==> config.mk <==
export PLATFORM = sky130hd
export DESIGN_NAME = joystick_dir_filter
export DESIGN_NICKNAME = d
export VERILOG_FILES = /design/src/rtl/joystick_dir_filter.sv
export SDC_FILE = /design/constraint.sdc
export NUM_CORES = 1
export LEC_CHECK = 0
export CAP_MARGIN = 15
export CORE_UTILIZATION = 25
export CTS_CLUSTER_SIZE = 10
export DETAILED_ROUTE_END_ITERATION = 10
export GPL_TIMING_DRIVEN = 1
export PLACE_DENSITY = 0.48
export SETUP_SLACK_MARGIN = 0.15
export SLEW_MARGIN = 10
export SYNTH_ARGS = -nofsm -noshare
export SYNTH_HDL_FRONTEND = slang
export SYNTH_SLANG_ARGS = --single-unit
==> constraint.sdc <==
create_clock -name clk -period 3.3 [get_ports clk]
set_input_delay 0.495 -clock clk [delete_from_list [all_inputs] [get_ports clk]]
set_output_delay 0.495 -clock clk [all_outputs]
set_load 0.02 [all_outputs]
==> src/rtl/joystick_dir_filter.sv <==
// Poll scheduler and consumer for an MCP3008 SPI ADC driver: box-averages X/Y samples and
// turns the averages into a debounced 4-way joystick direction with deadzone and hysteresis.
module joystick_dir_filter #(
    parameter int unsigned POLL_CYCLES    = 100000,
    parameter int unsigned TIMEOUT_CYCLES = 1000,
    parameter int unsigned AVG_LOG2       = 2,
    parameter int unsigned DEADZONE       = 100,
    parameter int unsigned HYST           = 16
) (
    input  logic       clk,
    input  logic       rst,
    output logic       adc_start,
    input  logic [9:0] adc_x,
    input  logic [9:0] adc_y,
    input  logic       adc_valid,
    output logic [9:0] x_avg,
    output logic [9:0] y_avg,
    output logic       avg_valid,
    output logic [3:0] dir,
    output logic       dir_changed,
    output logic       adc_fault
);

    localparam int unsigned PollW = $clog2(POLL_CYCLES);
    localparam int unsigned ToW   = $clog2(TIMEOUT_CYCLES);
    localparam int unsigned AccW  = 10 + AVG_LOG2;
    localparam int unsigned CntW  = AVG_LOG2 + 1;

    localparam logic [PollW-1:0] PollLast = PollW'(POLL_CYCLES - 1);
    localparam logic [ToW-1:0]   ToLast   = ToW'(TIMEOUT_CYCLES - 1);
    localparam logic [CntW-1:0]  CntLast  = CntW'((1 << AVG_LOG2) - 1);

    localparam logic [10:0] HiEnter = 11'(512 + DEADZONE + HYST);
    localparam logic [10:0] HiExit  = 11'(512 + DEADZONE);
    localparam logic [10:0] LoEnter = 11'(512 - DEADZONE - HYST);
    localparam logic [10:0] LoExit  = 11'(512 - DEADZONE);

    typedef enum logic [1:0] {StWaitTick, StWaitData, StUpdate} state_e;
    typedef enum logic [1:0] {AxCentre, AxPos, AxNeg} axis_e;

    state_e            state_q, state_d;
    logic [PollW-1:0]  poll_q;
    logic [ToW-1:0]    to_q, to_d;
    logic [AccW-1:0]   acc_x_q, acc_x_d, acc_y_q, acc_y_d;
    logic [CntW-1:0]   cnt_q, cnt_d;
    logic [9:0]        x_avg_q, x_avg_d, y_avg_q, y_avg_d;
    axis_e             ax_q, ax_d, ay_q, ay_d;
    logic [3:0]        dir_q, dir_d;
    logic              avg_valid_q, avg_valid_d;
    logic              changed_q, changed_d;
    logic              fault_q, fault_d;
    logic              tick;
    logic              to_expired;
    logic [9:0]        x_mean, y_mean;

    // Hysteresis: entering a side needs DEADZONE+HYST, leaving it only drops below DEADZONE.
    function automatic axis_e axis_next(input axis_e cur, input logic [9:0] avg);
        logic [10:0] a;
        a = {1'b0, avg};
        if (a >= HiEnter)                     axis_next = AxPos;
        else if (a <= LoEnter)                axis_next = AxNeg;
        else if (cur == AxPos && a >= HiExit) axis_next = AxPos;
        else if (cur == AxNeg && a <= LoExit) axis_next = AxNeg;
        else                                  axis_next = AxCentre;
    endfunction

    assign tick       = (poll_q == PollLast);
    assign to_expired = (to_q == ToLast);
    assign x_mean     = acc_x_q[AccW-1:AVG_LOG2];
    assign y_mean     = acc_y_q[AccW-1:AVG_LOG2];

    always_ff @(posedge clk) begin
        if (rst) state_q <= StWaitTick;
        else     state_q <= state_d;
    end

    always_comb begin
        state_d = state_q;
        case (state_q)
            StWaitTick: if (tick) state_d = StWaitData;
            StWaitData: begin
                if (adc_valid)       state_d = (cnt_q == CntLast) ? StUpdate : StWaitTick;
                else if (to_expired) state_d = StWaitTick;
            end
            StUpdate:   state_d = StWaitTick;
            default:    state_d = StWaitTick;
        endcase
    end

    always_comb begin
        adc_start = 1'b0;
        if (state_q == StWaitTick && tick) adc_start = 1'b1;
    end

    always_comb begin
        to_d        = (state_q == StWaitData) ? to_q + ToW'(1) : '0;
        acc_x_d     = acc_x_q;
        acc_y_d     = acc_y_q;
        cnt_d       = cnt_q;
        fault_d     = fault_q;
        x_avg_d     = x_avg_q;
        y_avg_d     = y_avg_q;
        ax_d        = ax_q;
        ay_d        = ay_q;
        dir_d       = dir_q;
        avg_valid_d = 1'b0;
        changed_d   = 1'b0;
        case (state_q)
            StWaitData: begin
                // A sample arriving on the expiry cycle takes priority over the timeout.
                if (adc_valid) begin
                    acc_x_d = acc_x_q + AccW'(adc_x);
                    acc_y_d = acc_y_q + AccW'(adc_y);
                    cnt_d   = cnt_q + CntW'(1);
                    fault_d = 1'b0;
                end else if (to_expired) begin
                    acc_x_d = '0;
                    acc_y_d = '0;
                    cnt_d   = '0;
                    fault_d = 1'b1;
                end
            end
            StUpdate: begin
                x_avg_d     = x_mean;
                y_avg_d     = y_mean;
                ax_d        = axis_next(ax_q, x_mean);
                ay_d        = axis_next(ay_q, y_mean);
                dir_d       = {ay_d == AxPos, ay_d == AxNeg, ax_d == AxNeg, ax_d == AxPos};
                changed_d   = (dir_d != dir_q);
                avg_valid_d = 1'b1;
                acc_x_d     = '0;
                acc_y_d     = '0;
                cnt_d       = '0;
            end
            default: ;
        endcase
    end

    always_ff @(posedge clk) begin
        if (rst) begin
            poll_q      <= '0;
            to_q        <= '0;
            acc_x_q     <= '0;
            acc_y_q     <= '0;
            cnt_q       <= '0;
            fault_q     <= 1'b0;
            x_avg_q     <= 10'd512;
            y_avg_q     <= 10'd512;
            ax_q        <= AxCentre;
            ay_q        <= AxCentre;
            dir_q       <= '0;
            avg_valid_q <= 1'b0;
            changed_q   <= 1'b0;
        end else begin
            poll_q      <= tick ? '0 : poll_q + PollW'(1);
            to_q        <= to_d;
            acc_x_q     <= acc_x_d;
            acc_y_q     <= acc_y_d;
            cnt_q       <= cnt_d;
            fault_q     <= fault_d;
            x_avg_q     <= x_avg_d;
            y_avg_q     <= y_avg_d;
            ax_q        <= ax_d;
            ay_q        <= ay_d;
            dir_q       <= dir_d;
            avg_valid_q <= avg_valid_d;
            changed_q   <= changed_d;
        end
    end

    assign x_avg       = x_avg_q;
    assign y_avg       = y_avg_q;
    assign avg_valid   = avg_valid_q;
    assign dir         = dir_q;
    assign dir_changed = changed_q;
    assign adc_fault   = fault_q;

endmodule
==> impl_metrics.tcl, run 1 <==
set metrics [dict create \
    cts_tree "built" \
    worstSkewPairLatency_ps 350 \
    outcome "complete, no violations" \
    final_common_cell "dfxtp_1" \
    cp-end-kind "primary output" \
    fp.dieW_um 135 \
    postLayoutCellArea_sq_mm 0.00551 \
    post_cts_resized 0 \
    synth_area_sq_mm 0.00442 \
    period_minus_slack_ps 2910 \
    synth_edf_count 0 \
    whs_ps 449 \
    syn2layout_area_growth_pct 24.7 \
    final_cell_mix "dfxtp_1, nand2_1, clkdlybuf4s50_1" \
    core_area_sq_mm 0.0173 \
    syn-num-nets 580 \
    fin_skew_ps 4.00 \
    critical_path_required_ps 2800 \
    gp_congestion 0.785 \
    cpPeakStageDelay_ps 630 \
    drt-total-wl_um 11000 \
    path_cells "ha_1 -> nand2_1 -> and4b_1 -> nand4_1 -> nor3_1 -> clkdlybuf4s50_1" \
    numCtsBuffers 9 \
    post_cts_buffers 0 \
    synthArstFlopShare 0 \
    io-pin-count 51 \
    cp_top_family "simple AND/OR/NAND/NOR gates" \
    tightestPinTransition_ps 797 \
    slew_viol_final 0 \
    synth_warnings 0 \
    fin_crit_sh 0.881 \
    wire_per_inst_um 13.6 \
    syn_inst 531 \
    drt_iter0_markers 134 \
    final_nets 627 \
    grt_remaining_overflow 0 \
    diodes 0 \
    ctsHtreeMaxLevel 3 \
    via_per_inst 4.80 \
    rsz0062_at_grt "false" \
    max_freq_mhz 344 \
    avgSynthCellArea_sq_um 8.32 \
    drc 0 \
    ant_nets 0 \
    grt_max_degree 39 \
    peakVddDrop_mv 0.249 \
    grt_pass1_vias 3778 \
    place_area_sq_mm 0.00516 \
    setup_viol 0 \
    p_leak_nw 1.99 \
    grt_usage 0.128 \
    worst-path-buf-inv 1 \
    cp-start-kind "flip-flop" \
    cts_max_path_buffers 2 \
    hp-class "flip-flop to flip-flop" \
    die_h_um 135 \
    clk_pin_slew_ps 60 \
    maxSlewHeadroom 0.463 \
    ys_seq_area_frac 0.394 \
    die-area_sq_mm 0.0182 \
    synthFlopType "dfxtp_1" \
    post-dp-hpwl_um 8170 \
    final_hold_viol_count 0 \
    grt_pass1_wl_um 18400 \
    pwr_density_cell_mw_per_mm2 414 \
    cts_hold_buf 0 \
    port_buffers 50 \
    cts_root_buf "clkbuf_16" \
    crit_type "flip-flop to primary output" \
    synthDistinctLibCells 60 \
    maxCapViolCount 0 \
    first_pass_iters 4 \
    vias 3879 \
    clkSinkCount 87 \
    synth_seq_cells 87 \
    start_util 0.255 \
    cp_max_fo 5 \
    drive_gt1_frac 0.0583 \
    std_cell_rows 48 \
    antenna_found_initial 0 \
    critPathArrivalTime_ps 2410 \
    setup_tns_ps 0 \
    cp_slowest_cell "clkdlybuf4s50_1" \
]
through the flow:
stage	power, mW	setup slack (ps)	util	std cells
2_1_floorplan	1.13	1240	-	531
3_3_place_gp	1.17	662	0.298	791
3_5_place_dp	1.18	607	0.298	791
4_1_cts	2.31	374	0.318	807
5_1_grt	2.37	213	0.319	808
6_report	2.28	391	0.319	808
Yosys cell counts, drive strengths merged, types with 13 or more instances:
| cell type | n | area (sq um) |
|---|---|---|
| dfxtp | 87 | 1740 |
| nand2 | 78 | 293 |
| nor2 | 49 | 184 |
| a21oi | 36 | 180 |
| o21ai | 31 | 155 |
| inv | 25 | 93.8 |
| ha | 24 | 300 |
| xor2 | 19 | 166 |
| nand3 | 17 | 85.1 |
| clkbuf | 16 | 61.3 |
| a211oi | 14 | 105 |
| nor3 | 13 | 65.1 |
cell families after synthesis:
| family | synth area share |
|---|---|
| AO/OA/AOI/OAI | 0.203 |
| XOR/XNOR | 0.0615 |
| adder cells (fa/ha/maj) | 0.0818 |
| buffers and inverters | 0.0402 |
| flip-flops | 0.394 |
| multiplexers | 0.00481 |
| AND/OR/NAND/NOR | 0.215 |
final timing paths:
| kind | endpoint | start | slack [ps] | depth (start not counted) |
|---|---|---|---|---|
| max reg2reg | acc_x_q[8] | acc_x_q[2] | 1170 | 6 |
| min reg2reg | to_q[0] | to_q[0] | 450 | 1 |
| max | adc_start | poll_q[0] | 390 | 6 |
| min | to_q[0] | to_q[0] | 450 | 1 |
where the power goes:
part | leakage, nW | switching, mW | internal (mW)
clock network | 0.155 | 0.441 | 0.688
registers | 0.701 | 0.00354 | 1.05
logic | 1.13 | 0.0483 | 0.0462
total | 1.99 | 0.493 | 1.79
state kept, by name, indices dropped and copies added (netlist names), 3 cells and up:
name     count
x_avg       10
y_avg       10
poll_q      17
cnt_q        3
acc_y_q     12
acc_x_q     12
to_q        10
dir          4
metal layers:
layer	share of wire	global-route usage
met1	0.50	0.165
met2	0.45	0.208
met3	0.038	0.0342
met4	0.013	0.0412
met5	0	0
area by class of cell:
| cell class | instances | area [sq um] |
|---|---|---|
| Clock inverter | 6 | 92.6 |
| Timing Repair Buffer | 56 | 553 |
| Clock buffer | 10 | 239 |
| Fill cell | 1806 | 11800 |
| Sequential cell | 87 | 1740 |
| Tap cell | 225 | 282 |
| Multi-Input combinational cell | 398 | 2500 |
| Inverter | 26 | 97.6 |
No activity file was read; power rests on OpenSTA's default activity.
==> inputs of run 2 (changes only) <==
--- a/config.mk
+++ b/config.mk
@@ -10,6 +10,7 @@
 export CTS_CLUSTER_SIZE = 10
 export DETAILED_ROUTE_END_ITERATION = 10
 export GPL_TIMING_DRIVEN = 1
+export HOLD_SLACK_MARGIN = 0.08
 export PLACE_DENSITY = 0.48
 export SETUP_SLACK_MARGIN = 0.15
 export SLEW_MARGIN = 10
==> results of run 2 <==
Same layout as run 1: the final DEF is identical, and so are final timing and power.
